===== src/rtl/mul_div_sequencer.sv =====
// Iterative unsigned multiplier/divider: shift-add MUL and restoring DIV,
// one bit per clock, with abort, back-to-back start and divide-by-zero bypass.
module mul_div_sequencer #(
    parameter int WIDTH = 16
) (
    input  logic             clk,
    input  logic             rst_n,
    input  logic             start,
    input  logic             op,
    input  logic             abort,
    input  logic [WIDTH-1:0] op1,
    input  logic [WIDTH-1:0] op2,
    output logic             busy,
    output logic             done,
    output logic             div_by_zero,
    output logic [WIDTH-1:0] result_lo,
    output logic [WIDTH-1:0] result_hi
);

    localparam int CW = $clog2(WIDTH + 1);
    localparam logic [1:0]    IDLE     = 2'd0;
    localparam logic [1:0]    CALC     = 2'd1;
    localparam logic [1:0]    DONE     = 2'd2;
    localparam logic [CW-1:0] LAST_CNT = CW'(WIDTH - 1);
    localparam logic [CW-1:0] CNT_ONE  = CW'(1);

    logic [1:0]         state_r;
    logic [CW-1:0]      cnt_r;
    logic               op_r;
    logic [WIDTH-1:0]   a_r;
    logic [WIDTH-1:0]   b_r;
    logic [2*WIDTH-1:0] acc_r;
    logic [WIDTH:0]     rem_r;
    logic [WIDTH-1:0]   quo_r;
    logic               busy_r;
    logic               done_r;
    logic               dbz_r;
    logic [WIDTH-1:0]   res_lo_r;
    logic [WIDTH-1:0]   res_hi_r;

    logic               accept_s;
    logic               dz_s;
    logic               last_s;
    logic               load_s;
    logic               step_s;
    logic               finish_s;
    logic [1:0]         state_nxt_s;
    logic [WIDTH:0]     mul_sum_s;
    logic [2*WIDTH-1:0] acc_nxt_s;
    logic [WIDTH:0]     rem_shift_s;
    logic [WIDTH:0]     rem_diff_s;
    logic [WIDTH:0]     rem_nxt_s;
    logic [WIDTH-1:0]   quo_nxt_s;

    assign accept_s = start & ~abort;
    assign dz_s     = op & (op2 == {WIDTH{1'b0}});
    assign last_s   = (cnt_r == LAST_CNT);

    // Datapath for one iteration; the borrow out of the WIDTH+1 bit subtract picks restore vs keep
    always_comb begin
        mul_sum_s   = {1'b0, acc_r[2*WIDTH-1:WIDTH]} +
                      (acc_r[0] ? {1'b0, a_r} : {(WIDTH+1){1'b0}});
        acc_nxt_s   = {mul_sum_s, acc_r[WIDTH-1:1]};
        rem_shift_s = {rem_r[WIDTH-1:0], quo_r[WIDTH-1]};
        rem_diff_s  = rem_shift_s - {1'b0, b_r};
        if (rem_diff_s[WIDTH]) begin
            rem_nxt_s = rem_shift_s;
        end else begin
            rem_nxt_s = rem_diff_s;
        end
        quo_nxt_s   = {quo_r[WIDTH-2:0], ~rem_diff_s[WIDTH]};
    end

    // Next-state decode plus the load/step/finish strobes that steer the datapath
    always_comb begin
        state_nxt_s = IDLE;
        load_s      = 1'b0;
        step_s      = 1'b0;
        finish_s    = 1'b0;
        case (state_r)
            IDLE, DONE: begin
                if (accept_s) begin
                    load_s      = 1'b1;
                    state_nxt_s = dz_s ? DONE : CALC;
                end else begin
                    state_nxt_s = IDLE;
                end
            end
            CALC: begin
                if (abort) begin
                    state_nxt_s = IDLE;
                end else begin
                    step_s      = 1'b1;
                    finish_s    = last_s;
                    state_nxt_s = last_s ? DONE : CALC;
                end
            end
            default: begin
                state_nxt_s = IDLE;
            end
        endcase
    end

    // State and status flags, registered so busy/done come straight from flops
    always_ff @(posedge clk or negedge rst_n) begin
        if (!rst_n) begin
            state_r <= IDLE;
            busy_r  <= 1'b0;
            done_r  <= 1'b0;
        end else begin
            state_r <= state_nxt_s;
            busy_r  <= (state_nxt_s == CALC);
            done_r  <= (state_nxt_s == DONE);
        end
    end

    // Operand capture at acceptance and per-clock iteration of both algorithms
    always_ff @(posedge clk or negedge rst_n) begin
        if (!rst_n) begin
            cnt_r <= {CW{1'b0}};
            op_r  <= 1'b0;
            a_r   <= {WIDTH{1'b0}};
            b_r   <= {WIDTH{1'b0}};
            acc_r <= {(2*WIDTH){1'b0}};
            rem_r <= {(WIDTH+1){1'b0}};
            quo_r <= {WIDTH{1'b0}};
        end else if (load_s) begin
            cnt_r <= {CW{1'b0}};
            op_r  <= op;
            a_r   <= op1;
            b_r   <= op2;
            acc_r <= {{WIDTH{1'b0}}, op2};
            rem_r <= {(WIDTH+1){1'b0}};
            quo_r <= op1;
        end else if (step_s) begin
            cnt_r <= cnt_r + CNT_ONE;
            acc_r <= acc_nxt_s;
            rem_r <= rem_nxt_s;
            quo_r <= quo_nxt_s;
        end
    end

    // Result registers change only when DONE is entered; abort leaves them untouched
    always_ff @(posedge clk or negedge rst_n) begin
        if (!rst_n) begin
            res_lo_r <= {WIDTH{1'b0}};
            res_hi_r <= {WIDTH{1'b0}};
            dbz_r    <= 1'b0;
        end else if (load_s && dz_s) begin
            res_lo_r <= {WIDTH{1'b1}};
            res_hi_r <= op1;
            dbz_r    <= 1'b1;
        end else if (finish_s) begin
            dbz_r <= 1'b0;
            if (op_r) begin
                res_lo_r <= quo_nxt_s;
                res_hi_r <= rem_nxt_s[WIDTH-1:0];
            end else begin
                res_lo_r <= acc_nxt_s[WIDTH-1:0];
                res_hi_r <= acc_nxt_s[2*WIDTH-1:WIDTH];
            end
        end
    end

    assign busy        = busy_r;
    assign done        = done_r;
    assign div_by_zero = dbz_r;
    assign result_lo   = res_lo_r;
    assign result_hi   = res_hi_r;

endmodule

===== config.mk =====
export PLATFORM = sky130hd
export DESIGN_NAME = mul_div_sequencer
export DESIGN_NICKNAME = d
export VERILOG_FILES = /design/src/rtl/mul_div_sequencer.sv
export SDC_FILE = /design/constraint.sdc
export NUM_CORES = 1
export LEC_CHECK = 0
export BUFFER_PORTS_ARGS = -buffer_cell sky130_fd_sc_hd__buf_2
export CAP_MARGIN = 10
export CORE_MARGIN = 8
export CORE_UTILIZATION = 50
export CTS_CLUSTER_SIZE = 40
export DETAILED_ROUTE_END_ITERATION = 8
export PLACE_DENSITY_LB_ADDON = 0.08
export REMOVE_ABC_BUFFERS = 1
export SKIP_LAST_GASP = 1
export SLEW_MARGIN = 20
export SYNTH_ARGS = -nofsm -noshare
export SYNTH_HDL_FRONTEND = slang
export SYNTH_SLANG_ARGS = --single-unit

===== constraint.sdc =====
create_clock -name clk -period 2.5 [get_ports clk]
set_input_delay 0.25 -clock clk [delete_from_list [all_inputs] [get_ports clk]]
set_output_delay 0.25 -clock clk [all_outputs]
set_load 0.01 [all_outputs]

==> results.md <==
* Status: complete, but fails checks
* Failing checks: setup timing
* CTS H-Tree Depth at 4
* Gate Count Post-Synth at 799
* DPL Wire Length at 16.5 mm
* Layout net count at 1023
* Post-layout instance count excluding filler cells at 1149
* Clock tree from TritonCTS: built
* Top FF cell, synth: sky130_fd_sc_hd__dfrtp_1
* Flops & latches, synth at 139
* Max FO, Critical Path at 3
* Total cell area at the placement stage at 0.00874 mm^2
* Via density at 5.89
* Number of rows created at floorplan at 45
* Cell Area, Synth at 0.00755 mm^2
* Cells taking the most area after synthesis: sky130_fd_sc_hd__dfrtp_1 46%, sky130_fd_sc_hd__nand2_1 8.4%, sky130_fd_sc_hd__ha_1 5.6%, sky130_fd_sc_hd__mux2i_1 3.4%, sky130_fd_sc_hd__o21ai_0 3.4%
* Buffers on Ports at 71
* Pin count of the biggest net entering global routing at 61
* Worst-case setup margin in the final layout at -202 ps
* Setup TNS at -4800 ps
* Average footprint of a synthesized cell at 9.45 um^2
* Fraction of synthesis flops using an asynchronous set or reset pin at 100%
* Worst EP arrival at 3010 ps
* Max Clk Rate at 370 MHz
* Initial antenna violation count at 0
* Proportion of synthesized chip area in sequential cells at 46.1%
* Area of all placed cells without fillers at 0.00987 mm^2
* Setup violation total in the final timing report at 38
* Number of ports placed on the die boundary at 72
* Number of clock sinks at 139
* Clk root buf: sky130_fd_sc_hd__clkbuf_16
* Layout Utilization at 65.9%
* DRC marker count from the first detailed-route iteration at 537
* Clock buffers created by TritonCTS at 17
* Number of placed cells counting well taps at 1113
* Worst slew margin relative to its limit at 45.4%
* Yosys warning count at 0
* Top-area cell type share of the netlist area at 46.1%
* Die footprint at 0.0193 mm^2
* Most common cell after layout, fill and taps aside: sky130_fd_sc_hd__nand2_1
* Cell type with the largest total area after synthesis: sky130_fd_sc_hd__dfrtp_1
* Leading cell types in the layout, fill and taps excluded: 169 x sky130_fd_sc_hd__nand2_1, 139 x sky130_fd_sc_hd__dfrtp_1, 82 x sky130_fd_sc_hd__buf_4
* Worst setup SP type: register
* Unique cell type count in the Yosys netlist at 74
* Leakage power at 4.81 nW
* Vias in the first global route at 6981
* Worst min path class: primary input to register
* Buffer depth of the longest clock path at 2
* Power density relative to cell area at 981 mW/mm^2
* Detailed-route DRC error count at 0
* Final period demand of the worst path at 2700 ps
* Overall routed net length at 23.3 mm
* Clock latency at the later pin of the worst-skew pair at 430 ps
* Area growth, synth to finish at 30.8%
* Wirelength per Cell at 20.3 um
* Pins over their slew limit at 0
* Effective utilization at floorplan at 50.4%
* Number of enable-type register cells in the synthesized netlist at 0
* Global-route wire length before repair at 36.9 mm
* Hold Fails Final Rpt at 0
* Core region area at 0.0150 mm^2
* Actual transition at the worst max-transition pin at 816 ps
* Overall via count from detail_route at 6762
* Ratio of cells with drive above 1 in the final layout at 29.8%
* Clk_skew at 6.77 ps
* Peak supply drop at 0.000563 V
* Max Cap Violations at 0
* Required arrival time at the worst endpoint at 2810 ps
* 1st-pass router iterations at 5
* Category of the critical setup timing path: register to register
* Gp weighted congestion at 0.916
* Total congestion overflow after global routing at 0
* Die span in x at 139 um
* Sort of element at the end of the critical path: register
* Period utilisation layout at 108%
* Number of antenna diodes at 0
* Antenna viol nets, final at 0
* RSZ-0062 raised after global routing: yes
* CTS clk-pin slew, worst paths at 60 ps
* Overall Global Routing Usage at 24.4%
* Vertical extent of the die at 139 um
## cells by family (layout without fill, tap and decap cells)
logic type	Yosys count	count (layout)	synth area share (%)
flip-flops	139	139	46.1
buffers and inverters	69	231	3.88
XOR/XNOR	23	23	2.67
AND/OR/NAND/NOR	300	300	17.9
adder cells (fa/ha/maj)	36	36	6.17
multiplexers	31	31	4.36
AO/OA/AOI/OAI	201	201	18.9
## registers in the layout, indices dropped and copies added (netlist names), 2 cells and up
signal / cells
acc_r: 32
a_r: 16
b_r: 16
quo_r: 16
rem_r: 16
result_hi: 16
result_lo: 16
cnt_r: 5
state_r: 2
## worst paths after layout
kind                       startpoint      endpoint  slack, ps  depth (start not counted)
min in group asynchronous       rst_n     acc_r[11]        370                          2
setup reg to reg               b_r[0]  result_hi[1]       -200                         10
hold / removal                     op          op_r         50                          3
setup / recovery               b_r[0]  result_hi[1]       -200                         10
hold reg to reg               a_r[15]       a_r[15]        470                          2
max in group asynchronous       rst_n     quo_r[11]       1360                          3
## power by group
group,switching (W),internal (W),total [W]
registers,0.000335,0.00265,0.00299
logic,0.00223,0.00206,0.00429
clock network,0.000961,0.00144,0.00240
## synth_stat cells, drive strengths merged, types with 3 or more instances
cell	number
xnor2	17
a22oi	3
o31ai	4
and2	19
dfrtp	139
nor3	8
a21oi	27
a2111oi	4
a31oi	8
o21a	3
nand4	3
xor2	6
o21bai	4
o22ai	12
nor4	4
nor2	37
ha	34
inv	30
and3	12
a22o	15
buf	8
o21ai	58
a21o	9
o211ai	17
mux2i	31
a211oi	18
clkbuf	30
nand3	33
a211o	3
nand2	169
## critical path: stages (launching register included)
cell	delay (ps)
sky130_fd_sc_hd__dfrtp_1	390
sky130_fd_sc_hd__ha_2	190
sky130_fd_sc_hd__fa_2	370
sky130_fd_sc_hd__nor2b_4	170
sky130_fd_sc_hd__o31ai_4	80
sky130_fd_sc_hd__a211oi_4	270
sky130_fd_sc_hd__o21ai_2	120
sky130_fd_sc_hd__a211o_4	400
sky130_fd_sc_hd__buf_6	140
sky130_fd_sc_hd__mux2i_2	160
sky130_fd_sc_hd__a221o_1	290
## area by class of cell
cell class	count	area, um^2
Sequential cell	139	3480
Fill cell	1227	5100
Clock buffer	20	437
Multi-Input combinational cell	591	4280
Clock inverter	10	103
Timing Repair Buffer	171	1220
Inverter	30	113
Tap cell	188	235
## metrics by stage
| stage | worst slack [ps] | power (W) | hold slack (ps) |
|---|---|---|---|
| after detailed placement | -387 | 0.00647 | 272 |
| final | -202 | 0.00968 | 50.7 |
| after floorplan | -1620 | 0.00500 | -45.6 |
| after CTS | -246 | 0.00952 | 46.2 |
| after global routing | -298 | 0.0101 | 73.4 |
| after global placement | -296 | 0.00638 | 266 |
## routing by layer
metal | share of wire [%] | wire length [um] | global-route usage (%) | vias up
li1 | - | - | - | 3135
met1 | 43 | 10100 | 30.6 | 3327
met2 | 46 | 10800 | 38.9 | 248
met3 | 6.3 | 1480 | 4.99 | 52
met4 | 4.1 | 949 | 13.2 | 0
met5 | 0 | 0 | 0 | -
## timing repair
item | 4_1_cts | 5_1_grt
pin swaps | 25 | 24
gates resized for setup | 85 | 27
setup buffers | 9 | 1
endpoints found under the hold margin | 58 | 0
hold buffers | 1 | 0
endpoints found under the setup margin | 39 | 41
Power figures use the tool's default switching activity.
